`src/rtl/regfile_param_if.sv`:
```
// Bus bundle for regfile_param: read ports, write port and register dump stream.
// master drives requests (testbench/CPU side), slave is the register file.
interface regfile_param_if #(
    parameter int DATA_W = 32,
    parameter int ADDR_W = 5,
    parameter int N_RD   = 2
);
    logic [N_RD*ADDR_W-1:0] rd_addr;
    logic [N_RD*DATA_W-1:0] rd_data;
    logic                   wr_en;
    logic [ADDR_W-1:0]      wr_addr;
    logic [DATA_W-1:0]      wr_data;
    logic                   dump_start;
    logic                   dump_valid;
    logic                   dump_ready;
    logic [ADDR_W-1:0]      dump_addr;
    logic [DATA_W-1:0]      dump_data;
    logic                   dump_busy;
    logic                   dump_done;

    modport master (
        output rd_addr, wr_en, wr_addr, wr_data, dump_start, dump_ready,
        input  rd_data, dump_valid, dump_addr, dump_data, dump_busy, dump_done
    );

    modport slave (
        input  rd_addr, wr_en, wr_addr, wr_data, dump_start, dump_ready,
        output rd_data, dump_valid, dump_addr, dump_data, dump_busy, dump_done
    );
endinterface

```
`src/rtl/regfile_param.sv`:
```
// Parameterised register file with N_RD combinational read ports, one write port and a
// ready/valid register dump engine. Define REGFILE_BYPASS_EN for same-cycle write-to-read forwarding.
module regfile_param #(
    parameter int DATA_W  = 32,
    parameter int ADDR_W  = 5,
    parameter int N_RD    = 2,
    parameter int SP_IDX  = 29,
    parameter     SP_INIT = 32'h7fffffff
) (
    input  logic          clock_debug,
    input  logic          reset,
    regfile_param_if.slave bus
);
    localparam int                DEPTH    = 1 << ADDR_W;
    localparam logic [DATA_W-1:0] SP_VAL   = DATA_W'(SP_INIT);
    localparam logic [ADDR_W-1:0] PTR_LAST = {ADDR_W{1'b1}};

    localparam logic [1:0] ST_IDLE = 2'd0;
    localparam logic [1:0] ST_DUMP = 2'd1;
    localparam logic [1:0] ST_DONE = 2'd2;

    logic [DATA_W-1:0]      regs_s [DEPTH];
    logic [N_RD*DATA_W-1:0] rd_data_s;
    logic [1:0]             state_r;
    logic [1:0]             state_nxt_s;
    logic [ADDR_W-1:0]      ptr_r;
    logic [ADDR_W-1:0]      ptr_nxt_s;
    logic                   valid_r;
    logic                   busy_r;
    logic                   done_r;

    // Register 0 is hard-wired to zero; SP_IDX = 0 therefore never takes effect.
    for (genvar i = 0; i < DEPTH; i++) begin : g_reg
        if (i == 0) begin : g_zero
            assign regs_s[i] = {DATA_W{1'b0}};
        end else begin : g_store
            logic [DATA_W-1:0] q_r;

            // Storage element: async reset to its power-on value, write on address match.
            always_ff @(posedge clock_debug or posedge reset) begin
                if (reset) begin
                    q_r <= (i == SP_IDX) ? SP_VAL : {DATA_W{1'b0}};
                end else if (bus.wr_en && (bus.wr_addr == ADDR_W'(i))) begin
                    q_r <= bus.wr_data;
                end else begin
                    q_r <= q_r;
                end
            end

            assign regs_s[i] = q_r;
        end
    end

    // Combinational read ports, optionally forwarding the in-flight write.
    always_comb begin
        rd_data_s = {(N_RD*DATA_W){1'b0}};
        for (int k = 0; k < N_RD; k++) begin
`ifdef REGFILE_BYPASS_EN
            if (bus.wr_en && (bus.wr_addr != {ADDR_W{1'b0}}) &&
                (bus.wr_addr == bus.rd_addr[k*ADDR_W +: ADDR_W])) begin
                rd_data_s[k*DATA_W +: DATA_W] = bus.wr_data;
            end else begin
                rd_data_s[k*DATA_W +: DATA_W] = regs_s[bus.rd_addr[k*ADDR_W +: ADDR_W]];
            end
`else
            rd_data_s[k*DATA_W +: DATA_W] = regs_s[bus.rd_addr[k*ADDR_W +: ADDR_W]];
`endif
        end
    end

    assign bus.rd_data = rd_data_s;

    // Dump sequencer next-state: the pointer is parked at zero outside DUMP so dump_addr idles at 0.
    always_comb begin
        state_nxt_s = state_r;
        ptr_nxt_s   = ptr_r;
        case (state_r)
            ST_IDLE: begin
                ptr_nxt_s = {ADDR_W{1'b0}};
                if (bus.dump_start) begin
                    state_nxt_s = ST_DUMP;
                end else begin
                    state_nxt_s = ST_IDLE;
                end
            end
            ST_DUMP: begin
                if (bus.dump_ready) begin
                    if (ptr_r == PTR_LAST) begin
                        state_nxt_s = ST_DONE;
                        ptr_nxt_s   = {ADDR_W{1'b0}};
                    end else begin
                        state_nxt_s = ST_DUMP;
                        ptr_nxt_s   = ptr_r + ADDR_W'(1);
                    end
                end else begin
                    state_nxt_s = ST_DUMP;
                    ptr_nxt_s   = ptr_r;
                end
            end
            ST_DONE: begin
                state_nxt_s = ST_IDLE;
                ptr_nxt_s   = {ADDR_W{1'b0}};
            end
            default: begin
                state_nxt_s = ST_IDLE;
                ptr_nxt_s   = {ADDR_W{1'b0}};
            end
        endcase
    end

    // Dump state, pointer and status flags, all registered from the next state.
    always_ff @(posedge clock_debug or posedge reset) begin
        if (reset) begin
            state_r <= ST_IDLE;
            ptr_r   <= {ADDR_W{1'b0}};
            valid_r <= 1'b0;
            busy_r  <= 1'b0;
            done_r  <= 1'b0;
        end else begin
            state_r <= state_nxt_s;
            ptr_r   <= ptr_nxt_s;
            valid_r <= (state_nxt_s == ST_DUMP);
            busy_r  <= (state_nxt_s != ST_IDLE);
            done_r  <= (state_nxt_s == ST_DONE);
        end
    end

    assign bus.dump_valid = valid_r;
    assign bus.dump_busy  = busy_r;
    assign bus.dump_done  = done_r;
    assign bus.dump_addr  = ptr_r;
    // Dump data is read live so a stalled beat tracks writes to its register.
    assign bus.dump_data  = valid_r ? regs_s[ptr_r] : {DATA_W{1'b0}};

endmodule

```
`src/flat_wrapper.sv`:
```
// flat-port wrapper written by rule: the top's interface ports become plain ports
module regfile_param_flat 
#(
    parameter int DATA_W  = 32,
    parameter int ADDR_W  = 5,
    parameter int N_RD    = 2,
    parameter int SP_IDX  = 29,
    parameter     SP_INIT = 32'h7fffffff
)
  (clock_debug, reset, bus_rd_addr, bus_wr_en, bus_wr_addr, bus_wr_data, bus_dump_start, bus_dump_ready, bus_rd_data, bus_dump_valid, bus_dump_addr, bus_dump_data, bus_dump_busy, bus_dump_done);
  regfile_param_if #(.DATA_W(DATA_W), .ADDR_W(ADDR_W), .N_RD(N_RD)) bus_i ();
  input  logic clock_debug;
  input  logic reset;
  input wire logic [$bits(bus_i.rd_addr)-1:0] bus_rd_addr;
  input wire logic [$bits(bus_i.wr_en)-1:0] bus_wr_en;
  input wire logic [$bits(bus_i.wr_addr)-1:0] bus_wr_addr;
  input wire logic [$bits(bus_i.wr_data)-1:0] bus_wr_data;
  input wire logic [$bits(bus_i.dump_start)-1:0] bus_dump_start;
  input wire logic [$bits(bus_i.dump_ready)-1:0] bus_dump_ready;
  output wire logic [$bits(bus_i.rd_data)-1:0] bus_rd_data;
  output wire logic [$bits(bus_i.dump_valid)-1:0] bus_dump_valid;
  output wire logic [$bits(bus_i.dump_addr)-1:0] bus_dump_addr;
  output wire logic [$bits(bus_i.dump_data)-1:0] bus_dump_data;
  output wire logic [$bits(bus_i.dump_busy)-1:0] bus_dump_busy;
  output wire logic [$bits(bus_i.dump_done)-1:0] bus_dump_done;
  assign bus_i.rd_addr = bus_rd_addr;
  assign bus_i.wr_en = bus_wr_en;
  assign bus_i.wr_addr = bus_wr_addr;
  assign bus_i.wr_data = bus_wr_data;
  assign bus_i.dump_start = bus_dump_start;
  assign bus_i.dump_ready = bus_dump_ready;
  assign bus_rd_data = bus_i.rd_data;
  assign bus_dump_valid = bus_i.dump_valid;
  assign bus_dump_addr = bus_i.dump_addr;
  assign bus_dump_data = bus_i.dump_data;
  assign bus_dump_busy = bus_i.dump_busy;
  assign bus_dump_done = bus_i.dump_done;
  regfile_param #(.DATA_W(DATA_W), .ADDR_W(ADDR_W), .N_RD(N_RD), .SP_IDX(SP_IDX), .SP_INIT(SP_INIT)) u_core (.clock_debug(clock_debug), .reset(reset), .bus(bus_i));
endmodule
```
`config.mk`:
```
export PLATFORM = sky130hd
export DESIGN_NAME = regfile_param_flat
export DESIGN_NICKNAME = d
export VERILOG_FILES = /design/src/rtl/regfile_param_if.sv /design/src/rtl/regfile_param.sv /design/src/flat_wrapper.sv
export SDC_FILE = /design/constraint.sdc
export NUM_CORES = 2
export LEC_CHECK = 0
export CAP_MARGIN = 20
export CORE_MARGIN = 2
export CORE_UTILIZATION = 55
export CTS_CLUSTER_DIAMETER = 150
export CTS_CLUSTER_SIZE = 28
export DETAILED_ROUTE_END_ITERATION = 10
export PLACE_DENSITY = 0.72
export RECOVER_POWER = 100
export SYNTH_ARGS = -nofsm -noshare
export SYNTH_HDL_FRONTEND = slang
export SYNTH_SLANG_ARGS = --single-unit
```
`constraint.sdc`:
```
create_clock -name clock_debug -period 51.7 [get_ports clock_debug]
set_clock_uncertainty 0.1 [all_clocks]
set_input_delay 12.925 -clock clock_debug [delete_from_list [all_inputs] [get_ports clock_debug]]
set_output_delay 12.925 -clock clock_debug [all_outputs]
set_load 0.1 [all_outputs]
```
After elaboration in Yosys (flattened, before gate mapping)
Index checks and enable logic that the tools add are counted.
{ "op_classes": {"n_addsub": 1, "eq_ne": 36, "magnitude_cmp": 3, "bitwise": 3, "reduce_logical": 33, "muxes": 17} }
{ "op_table": {"columns": ["operator", "n"], "rows": [
  ["$bmux 32 s5", 3],
  ["$mux 32", 7],
  ["$eq 5x5->1 const B", 17],
  ["$eq 5x4->1 const B", 8],
  ["$logic_and 1x1->1", 31],
  ["$eq 5x3->1 const B", 4],
  ["$ge 6x6->1 const B", 3],
  ["$not 5->6", 3],
  ["$mux 5", 3],
  ["$eq 5x2->1 const B", 2],
  ["$add 5x1->5 const B", 1],
  ["$eq 5x1->1 const B", 1],
  ["$eq 2x1->1 const B", 2],
  ["$mux 2", 2],
  ["$pmux 2 s2", 1],
  ["$eq 2x2->1 const B", 1],
  ["$logic_not 2->1", 1],
  ["$ne 2x2->1 const B", 1],
  ["$reduce_bool 2->1", 1],
  ["$mux 1", 1]
]} }
{ "totals": {"wordCells": 129, "ff_bits": 1002, "input_bits": 52, "output_inout_bits": 104} }

Depth between registers and ports, before layout
{ "depth": {"ltp_word": 5, "depth_mapped": 8} }

Worst setup path after synthesis
Ideal clock, no wire load.
{ "synth_path": {"path_kind": "input -> output", "start": "input bus_rd_addr[1]", "end": "output bus_rd_data[14]", "path_stages": 7, "arrival_ns": 15.617, "slack_ns": 23.058, "path_cell_list": "buf_2 > buf_4 > buf_2 > buf_1 > mux4_2 > mux2i_1 > o221ai_1"} }
{ "synth_between": {"elab_chain_cells": 4} }
{ "synth_lines": {"columns": ["item", "line_no", "text"], "rows": [
  ["start, declared", "flat_wrapper.sv:14", "input wire logic [$bits(bus_i.rd_addr)-1:0] bus_rd_addr;"],
  ["$not 5->6 (implied by the code)", "regfile_param.sv:66", "rd_data_s[k*DATA_W +: DATA_W] = regs_s[bus.rd_addr[k*ADDR_W +: ADDR_W]];"],
  ["$bmux 32 s5", "regfile_param.sv:66", null],
  ["$mux 32 (implied by the code) (2 in series)", "regfile_param.sv:66", null],
  ["end, declared", "flat_wrapper.sv:20", "output wire logic [$bits(bus_i.rd_data)-1:0] bus_rd_data;"]
]} }
Every way passes these cells. The select of a mux whose other input is x is not followed.

Final worst setup path
{ "layout_path": {"start": "input bus_rd_addr[5]", "end": "output bus_rd_data[36]"} }
The elaborated chain is that of the path after synthesis.

==> flow_metrics.tcl <==
set metrics [dict create \
    reg2reg_to "u_core.bus.dump_addr[3]" \
    dp_cells 5388 \
    worstSetupEndpoint "bus_rd_data[36]" \
    ios 156 \
    core_um2 111000 \
    ys.flop_type "dfrtp_1" \
    layoutNonFillerInstCount 5474 \
    yosysWarnings 0 \
    cts_max_level 2 \
    worstSetupEndpointType "output port" \
    maxSlewHeadroom_pct -435 \
    grt_pass1_vias 40900 \
    syn_avg_cell_area_um2 14.9 \
    cts_hold_buf 0 \
    final_common_cell "mux2_2" \
    setup-violations-final 0 \
    gr-total-overflow 0 \
    r2r-start "u_core.bus.dump_addr[0]" \
    drt-total-wl_um 197000 \
    cp_max_fo 96 \
    async_flop_share_pct 100 \
    cap_viol_max_count 64 \
    clk_pin_slew_ns 0.12 \
    fmax_ghz 0.0253 \
    syn_nets 4180 \
    ant_nets 0 \
    initial_core_util_pct 55.6 \
    drc 0 \
    worst-r2r-setup-slack_ns 47.59 \
    dp_hpwl_um 105000 \
    setup_tns_ns 0 \
    dieArea_um2 115000 \
    rsz0062_at_grt "no" \
    p_leak_nw 26.9 \
    num_vias 41100 \
    reg2regPathDepth 8 \
    insertion_delay_ns 0.66 \
    synth_edf_count 0 \
    area_growth_pct 5.33 \
    violations "capacitance limit, slew limit" \
    cts_setup_buffers 0 \
    clk_path_buf_depth 3 \
    power_density_nw_per_um2 43.4 \
    yosysUniqueCellTypes 49 \
    hold_class "register to register" \
    cts_tree "done" \
    grt_use_total_pct 34.2 \
    grt_pass1_wl_um 288000 \
    io_buffer_count 155 \
    worst_ep_arrival_time_ns 26.55 \
    peakVddDrop_v 0.0000490 \
    critPathKind "input port to output port" \
    netlist_area_um2 61600 \
    rows 122 \
    drtIter0Drc 5555 \
    drtPass1Iterations 6 \
    ys_seq_area_share_pct 40.8 \
    dieWidth_um 339 \
    antenna_found_initial 4 \
    layout-drive-gt1-share_pct 48.1 \
    finalNetCount 4009 \
    wire_per_inst_um 36.0 \
    startpoint_type "input port" \
    drv_slew 2739 \
    cts_made_buffers 41 \
    final_cell_mix "mux2_2 (1077), dfrtp_1 (967), mux4_2 (668)" \
    clkSinkCount 1002 \
    die_h_um 339 \
    fin_crit_ns 39.58 \
    fin_crit_sh_pct 76.6 \
    vias_per_cell 7.50 \
    root_buffer "clkbuf_16" \
    status "finished, violations left" \
    hold_viol_final 0 \
    grt_max_degree 118 \
    critPathLaunch "bus_rd_addr[5]" \
    place.gp.congestion 0.824 \
    worst_slew_pin_slew_ns 8.03 \
    cts_resized 0 \
    yosys_register_bits 1002 \
    postSynthCellCount 4126 \
    required_ns 38.68 \
]
[synth_stat cells, types with 31 or more instances]
library cell | number | area, um2
inv_1 | 33 | 124
mux4_2 | 668 | 15000
buf_2 | 148 | 741
nor2b_1 | 44 | 275
a221oi_1 | 65 | 569
o22ai_1 | 65 | 407
mux2_2 | 1078 | 12100
mux2i_1 | 261 | 2610
dfstp_2 | 31 | 815
nor2_1 | 59 | 221
o221ai_1 | 32 | 280
dfrtp_1 | 971 | 24300
nand2_1 | 48 | 180
buf_4 | 34 | 255
a211o_1 | 60 | 526
o32a_1 | 32 | 320
a22oi_1 | 33 | 248
buf_1 | 41 | 154
o21ai_0 | 57 | 285
clkbuf_1 | 231 | 867
[worst max-delay path: stages]
cell	delay [ns]
clkbuf_1	4.58
clkbuf_1	6.01
mux4_2	1.01
mux2i_1	0.11
o22ai_1	0.28
a211o_1	0.24
dlygate4sd3_1	1.23
[worst min-delay path by stage]
stage	endpoint	from	depth (start not counted)	slack [ns]
after floorplan	u_core.bus.dump_busy	u_core.state_r[1]	1	0.34
after global placement	u_core.bus.dump_busy	u_core.state_r[1]	1	0.35
after detailed placement	u_core.state_r[0]	u_core.state_r[1]	1	0.37
after CTS	u_core.state_r[0]	u_core.state_r[1]	1	0.39
after global routing	u_core.bus.dump_busy	u_core.state_r[1]	1	0.41
final	u_core.bus.dump_busy	u_core.state_r[1]	1	0.38
[through the flow]
stage | total power, mW | instance area, um2 | util [%] | setup slack, ns | hold slack, ns
final | 2.81 | 64900 | 58.5 | 12.12 | 0.385
after detailed placement | 2.39 | 63700 | 57.5 | 20.95 | 0.369
after floorplan | 2.04 | 61600 | - | 10.53 | 0.341
after global placement | 2.36 | 63700 | 57.5 | 20.94 | 0.353
after CTS | 2.80 | 64900 | 58.6 | 20.95 | 0.386
after global routing | 2.91 | 64800 | 58.5 | 10.41 | 0.410
[metal layers]
layer,wire (um),global-route usage [%]
met1,77300,48.3
met2,87300,50.6
met3,23000,9.68
met4,9420,13.4
met5,89,0
[cells by family (layout without fill, tap and decap cells)]
logic type	after synthesis	count (layout)	synth area share [%]
fa+ha+maj	2	2	0.0406
simple gates	195	195	1.56
mux	2019	2019	48.6
compound gates	392	392	5.03
buf+inv	516	374	3.97
other cells	0	2	0
flops	1002	1002	40.8
[area by class of cell]
class | instances | area [um2]
repair buffers | 266 | 2370
multi-input cells | 2608 | 34200
diodes | 2 | 5.00
flip-flops and latches | 1002 | 25100
well taps | 1488 | 1860
inverters | 36 | 140
clock inverters | 2 | 17.5
fillers | 8744 | 46000
clock buffers | 70 | 1180
[power breakdown]
part	switching [mW]	internal (mW)
sequential	0.153	0.940
combinational	0.744	0.557
clock	0.261	0.159
[flip-flops by register name, summed over array words and instances (netlist names)]
| signal | cells |
|---|---|
| u_core.g.g_store.q_r | 992 |
| u_core.bus.dump_addr | 5 |
| u_core.state_r | 2 |
| u_core.bus.dump_busy | 1 |
| u_core.bus.dump_done | 1 |
| u_core.bus.dump_valid | 1 |
Power figures use the tool's default switching activity.
